[config.mk]
export PLATFORM = sky130hd
export DESIGN_NAME = usb_token_sched
export DESIGN_NICKNAME = d
export VERILOG_FILES = /design/src/rtl/usb_pkg.sv /design/src/rtl/usb_crc5_11_inv.sv /design/src/rtl/usb_token_sched.sv
export SDC_FILE = /design/constraint.sdc
export NUM_CORES = 1
export LEC_CHECK = 0
export BUFFER_PORTS_ARGS = -buffer_cell sky130_fd_sc_hd__buf_2
export CAP_MARGIN = 10
export CELL_PAD_IN_SITES_DETAIL_PLACEMENT = 1
export CELL_PAD_IN_SITES_GLOBAL_PLACEMENT = 2
export CORE_ASPECT_RATIO = 1.2
export CORE_UTILIZATION = 31
export CTS_CLUSTER_DIAMETER = 200
export DETAILED_ROUTE_END_ITERATION = 12
export GPL_TIMING_DRIVEN = 0
export PLACE_DENSITY_LB_ADDON = 0.1
export SYNTH_ARGS = -nofsm -noshare
export SYNTH_HDL_FRONTEND = slang
export SYNTH_SLANG_ARGS = --single-unit
[constraint.sdc]
create_clock -name clk -period 2.4 [get_ports clk]
set_input_delay 0.36 -clock clk [delete_from_list [all_inputs] [get_ports clk]]
set_output_delay 0.36 -clock clk [all_outputs]
set_load 0.1 [all_outputs]
[src/rtl/usb_pkg.sv]
// rtl/usb_pkg.sv - PID codes, scheduler state encoding and bit helpers for the USB token scheduler
package usb_pkg;

  localparam logic [3:0] PID_OUT   = 4'h1;
  localparam logic [3:0] PID_IN    = 4'h9;
  localparam logic [3:0] PID_SETUP = 4'hD;
  localparam logic [3:0] PID_PING  = 4'h4;
  localparam logic [3:0] PID_SOF   = 4'h5;

  typedef enum logic [1:0] {
    ST_IDLE = 2'd0,
    ST_B0   = 2'd1,
    ST_B1   = 2'd2,
    ST_B2   = 2'd3
  } state_t;

  function automatic logic [4:0] rev5(input logic [4:0] x);
    return {x[0], x[1], x[2], x[3], x[4]};
  endfunction

  function automatic logic pid_legal(input logic [3:0] p);
    return (p == PID_OUT) || (p == PID_IN) || (p == PID_SETUP) || (p == PID_PING);
  endfunction

endpackage

[src/rtl/usb_crc5_11_inv.sv]
// rtl/usb_crc5_11_inv.sv - combinational CRC5 (x^5+x^2+1, preset ones) over 11 bits, LSB first
// Output is the inverted remainder in bit-reversed order.
module usb_crc5_11_inv
  import usb_pkg::*;
(
  input  logic [10:0] d,
  output logic [4:0]  c
);

  logic [4:0] r;
  logic       fb;

  always_comb begin
    r  = 5'h1F;
    fb = 1'b0;
    for (int i = 0; i < 11; i++) begin
      fb = d[i] ^ r[4];
      r  = {r[3:0], 1'b0} ^ (fb ? 5'h05 : 5'h00);
    end
    c = rev5(~r);
  end

endmodule

[src/rtl/usb_token_sched.sv]
// rtl/usb_token_sched.sv - host USB token/SOF packet scheduler sharing one CRC5 generator
module usb_token_sched
  import usb_pkg::*;
#(
  parameter bit          PID_CHECK  = 1'b1,
  parameter logic [10:0] FRAME_INIT = 11'h000
) (
  input  logic        clk,
  input  logic        rst,
  input  logic        sof_en,
  input  logic        sof_tick,
  input  logic        tok_valid,
  output logic        tok_ready,
  input  logic [3:0]  tok_pid,
  input  logic [6:0]  tok_addr,
  input  logic [3:0]  tok_endp,
  output logic        m_valid,
  input  logic        m_ready,
  output logic [7:0]  m_data,
  output logic        m_last,
  output logic [10:0] frame_no,
  output logic        sof_miss,
  output logic        tok_err
);

  state_t      state;
  logic [10:0] d_q;
  logic        is_sof;
  logic        sof_pending;
  logic        sof_req;
  logic [4:0]  crc;

  assign sof_req   = sof_tick & sof_en;
  assign tok_ready = (state == ST_IDLE) & ~sof_pending & ~sof_req & ~rst;

  usb_crc5_11_inv u_crc (
    .d (d_q),
    .c (crc)
  );

  always_ff @(posedge clk) begin
    if (rst) begin
      state       <= ST_IDLE;
      d_q         <= '0;
      is_sof      <= 1'b0;
      sof_pending <= 1'b0;
      m_valid     <= 1'b0;
      m_data      <= '0;
      m_last      <= 1'b0;
      frame_no    <= FRAME_INIT;
      sof_miss    <= 1'b0;
      tok_err     <= 1'b0;
    end else begin
      tok_err  <= 1'b0;
      // A tick landing on an already queued SOF is merged into it.
      sof_miss <= sof_req & sof_pending;
      if (sof_req) sof_pending <= 1'b1;

      case (state)
        ST_IDLE: begin
          if (sof_pending || sof_req) begin
            d_q         <= frame_no;
            is_sof      <= 1'b1;
            sof_pending <= 1'b0;
            m_valid     <= 1'b1;
            m_data      <= {~PID_SOF, PID_SOF};
            state       <= ST_B0;
          end else if (tok_valid) begin
            if (PID_CHECK && !pid_legal(tok_pid)) begin
              tok_err <= 1'b1;
            end else begin
              d_q     <= {tok_endp, tok_addr};
              is_sof  <= 1'b0;
              m_valid <= 1'b1;
              m_data  <= {~tok_pid, tok_pid};
              state   <= ST_B0;
            end
          end
        end
        ST_B0: begin
          if (m_ready) begin
            m_data <= d_q[7:0];
            state  <= ST_B1;
          end
        end
        ST_B1: begin
          if (m_ready) begin
            m_data <= {rev5(crc), d_q[10:8]};
            m_last <= 1'b1;
            state  <= ST_B2;
          end
        end
        ST_B2: begin
          if (m_ready) begin
            m_valid <= 1'b0;
            m_last  <= 1'b0;
            m_data  <= '0;
            state   <= ST_IDLE;
            if (is_sof) frame_no <= frame_no + 11'd1;
          end
        end
        default: state <= ST_IDLE;
      endcase
    end
  end

endmodule

==> flow_summary_export.csv <==
group,metric,value,unit
timing,period_minus_slack,2.23,ns
die,fp-row-count,31,
detailed_routing,wirelength,5250,um
setup_path,timing.critical_path.from_type,"flop",
clock_network,clkLatencyLatePin,0.29,ns
layout,stdcell_count,364,
timing,fin_crit_sh,0.927,
detailed_routing,drt_first_pass_iters,4,
timing,max_freq,449,MHz
setup_path,r2r-start,"state[1]",
logic_synthesis,syn-cell-area,1960,um^2
logic_synthesis,seq_area_frac_synth,0.388,
logic_synthesis,synthFlopType,"dfxtp_1",
logic_synthesis,leading_cell_types_by_total_area_after_synthesis,"dfxtp_1 (39%), nand2_1 (7.1%), nor2_1 (6.5%)",
layout,drive_above_1_share,0.216,
grt,wire_length_of_the_first_global_routing_pass,8870,um
timing,report.final.slew_viol_count,0,
placed_design,detailed_place.area,2280,um^2
timing,setup_ws,0.175,ns
run,maximum_capacitance_violations,0,
outcome,run_status,"completed",
clock_network,cts_inserted_buffers,5,
placed_design,place.detailed.instances,356,
clock_network,clock-root-buffer,"clkbuf_8",
setup_path,crit_slowest_cell,"a21oi_2",
detailed_routing,drc_viols,0,
power,power.static_leakage,0.00101,uW
layout,finalNetCount,308,
worst_hold_path,min_from,"m_ready",
timing,timing_worst_slew_pin_value,0.566,ns
detailed_routing,total_number_of_vias,1770,
layout,antenna-diode-count,0,
worst_hold_path,min_delay_path_depth,2,
layout,nFillCells,764,
clock_network,number_of_buffers_inserted_to_repair_setup_after_cts,0,
placed_design,port-buffer-count,43,
setup_path,setup.worst_path.class,"flop to output port",
clock_network,tritoncts,"yes",
logic_synthesis,edff_count_synth,0,
die,placeableCoreArea,6090,um^2
setup_path,worst-path-max-fanout,10,
clock_network,cts.htree.levels,2,
setup_path,r2r_cells,10,
setup_path,critical_path.cell_chain,"a21oi_2 > clkbuf_2 > nand2_1 > nor2_2 > buf_4",
grt,pin_count_of_the_biggest_net_entering_global_routing,13,
setup_path,worstSetupEndpointType,"output port",
grt,grt_pass1_vias,1843,
logic_synthesis,synth_area_leader_cell,"dfxtp_1",
worst_hold_path,hold_path.class,"primary input to flop",
timing,hold_viol_final,0,
die,initial_utilization,0.322,
die,die_width,74.6,um
timing,grt_setup_unrepaired,"false",
clock_network,postCtsHoldBufs,0,
detailed_routing,initialDrtViolationCount,48,
die,top_level_ports,45,
setup_path,cp_data_required_time,2.04,ns
logic_synthesis,postSynthNetCount,258,
clock_network,cts_num_sinks,38,
grt,grt.overflow.total,0,
setup_path,reg2reg_setup_slack,0.27,ns
logic_synthesis,synthesized_instance_count,231,
layout,multi_input_comb_area,1130,um^2
grt,grtUsageTotal,0.180,
logic_synthesis,synth.avg_cell_area,8.49,um^2
logic_synthesis,synth-warning-count,0,
logic_synthesis,share_of_flip_flops_with_an_asynchronous_set_or_reset,0,
grt,antenna_found_initial,0,
setup_path,worst_flop_to_flop_path_endpoint,"m_data[1]",
timing,final.setup.tns,0,ns
setup_path,critical_path.max_stage_delay,0.39,ns
placed_design,place_congestion,0.693,
die,die-area,6650,um^2
power,report.power.total,3170,uW
timing,setup_violations,0,
logic_synthesis,netlist.area_leader.share,0.388,
setup_path,worst_ep_arrival_time,1.87,ns
placed_design,dp_hpwl,4090,um
die,die_h,89.1,um
power,highest_ir_drop_seen_on_vdd,0.443,mV
timing,slew-limit-headroom,0.623,
layout,postLayoutCellArea,2390,um^2
placed_design,dp_slack,-0.0452,ns
worst_hold_path,timing.hold.worst_endpoint,"m_last",
layout,area.growth.synth_to_final,22.1,%
setup_path,cpLargestDelayFamily,"buffers and inverters",
detailed_routing,routed_wire_length_per_instance,14.4,um
clock_network,clock_path_buffers,2,
logic_synthesis,synth_seq_cells,38,
power,p_per_area,1320,nW/um^2
logic_synthesis,cell_variety_after_synth,41,
detailed_routing,post_drt_via_cell_ratio,4.86,
timing,clock-skew-final,0.00748,ns
clock_network,clk_pin_slew,0.08,ns
setup_path,worstPathBufferInverterCount,2,
layout,area.sequential,761,um^2
detailed_routing,antenna_left,0,
[through the flow]
stage / util / hold slack (ns)
after global routing: 0.393 / 0.324
after floorplan: - / 0.457
after CTS: 0.393 / 0.288
final: 0.393 / 0.300
after global placement: 0.375 / 0.437
after detailed placement: 0.375 / 0.443
[timing repair]
item	CTS	global route
resized for setup	2	0
hold endpoints to repair	0	0
setup endpoints to repair	1	0
[cells by family (layout without fill, tap and decap cells)]
kind of cell | after synthesis | in the layout | synth area share
and+or+nand+nor | 100 | 100 | 0.228
AOI/OAI and AO/OA | 45 | 45 | 0.178
DFF | 38 | 38 | 0.388
xor gates and xnor gates | 24 | 24 | 0.125
buffers and inverters | 17 | 68 | 0.0376
adders and majority gates | 6 | 6 | 0.0383
muxes | 1 | 1 | 0.00510
[routing by layer]
layer / up-vias / share of wire / global-route usage
met4: 0 / 0.015 / 0.0617
met3: 6 / 0.035 / 0.0406
met2: 32 / 0.49 / 0.311
li1: 908 / - / -
met5: - / 0 / 0
met1: 824 / 0.46 / 0.217
[registers in the layout, summed over array words and instances (netlist names)]
register,flops
d_q,11
frame_no,11
is_sof,1
m_data,8
m_last,1
m_valid,1
sof_miss,1
sof_pending,1
state,2
tok_err,1
[power breakdown]
group	leakage [uW]	switching (uW)	internal [uW]
combinational	0.000637	1160	588
clock	0.0000579	234	306
sequential	0.000311	112	773
total	0.00101	1500	1670
[cells in the mapped netlist (4+ instances only)]
| master | count |
|---|---|
| xnor2_1 | 13 |
| a21oi_1 | 10 |
| a22oi_1 | 4 |
| or3_1 | 5 |
| nand2_1 | 37 |
| nor2_1 | 34 |
| clkbuf_1 | 11 |
| and3_1 | 4 |
| dfxtp_1 | 38 |
| ha_1 | 6 |
| nor3_1 | 7 |
| a311oi_1 | 12 |
| xor2_1 | 8 |
[how the worst max path moves through the flow]
| stage | endpoint | start | slack (ns) | depth (start not counted) |
|---|---|---|---|---|
| after detailed placement | tok_ready | sof_en | -0.05 | 6 |
| final | tok_ready | sof_pending | 0.17 | 5 |
| after CTS | tok_ready | sof_pending | 0.11 | 5 |
| after global routing | tok_ready | sof_pending | 0.006 | 5 |
| after floorplan | tok_ready | sof_tick | 0.16 | 4 |
| after global placement | tok_ready | sof_en | -0.02 | 6 |
[cell type report]
cell class / count / area share
well taps: 82 / 0.0428
inverters: 3 / 0.00470
repair buffers: 43 / 0.0909
plain buffers: 14 / 0.0266
clock inverters: 3 / 0.0167
clock buffers: 5 / 0.0287
multi-input cells: 176 / 0.472
flip-flops and latches: 38 / 0.318
[cells in the final DEF, fill, tap and decap left out, types with 4 or more instances in the layout]
cell type and instances:
buf_2 44, dfxtp_1 38, nand2_1 37, nor2_1 33, xnor2_1 13, a311oi_1 12, clkbuf_1 10, a21oi_1 10
xor2_1 8, nor3_1 7, ha_1 6, or3_1 5, clkbuf_8 5, a22oi_1 4, and3_1 4
Power figures use the tool's default switching activity.
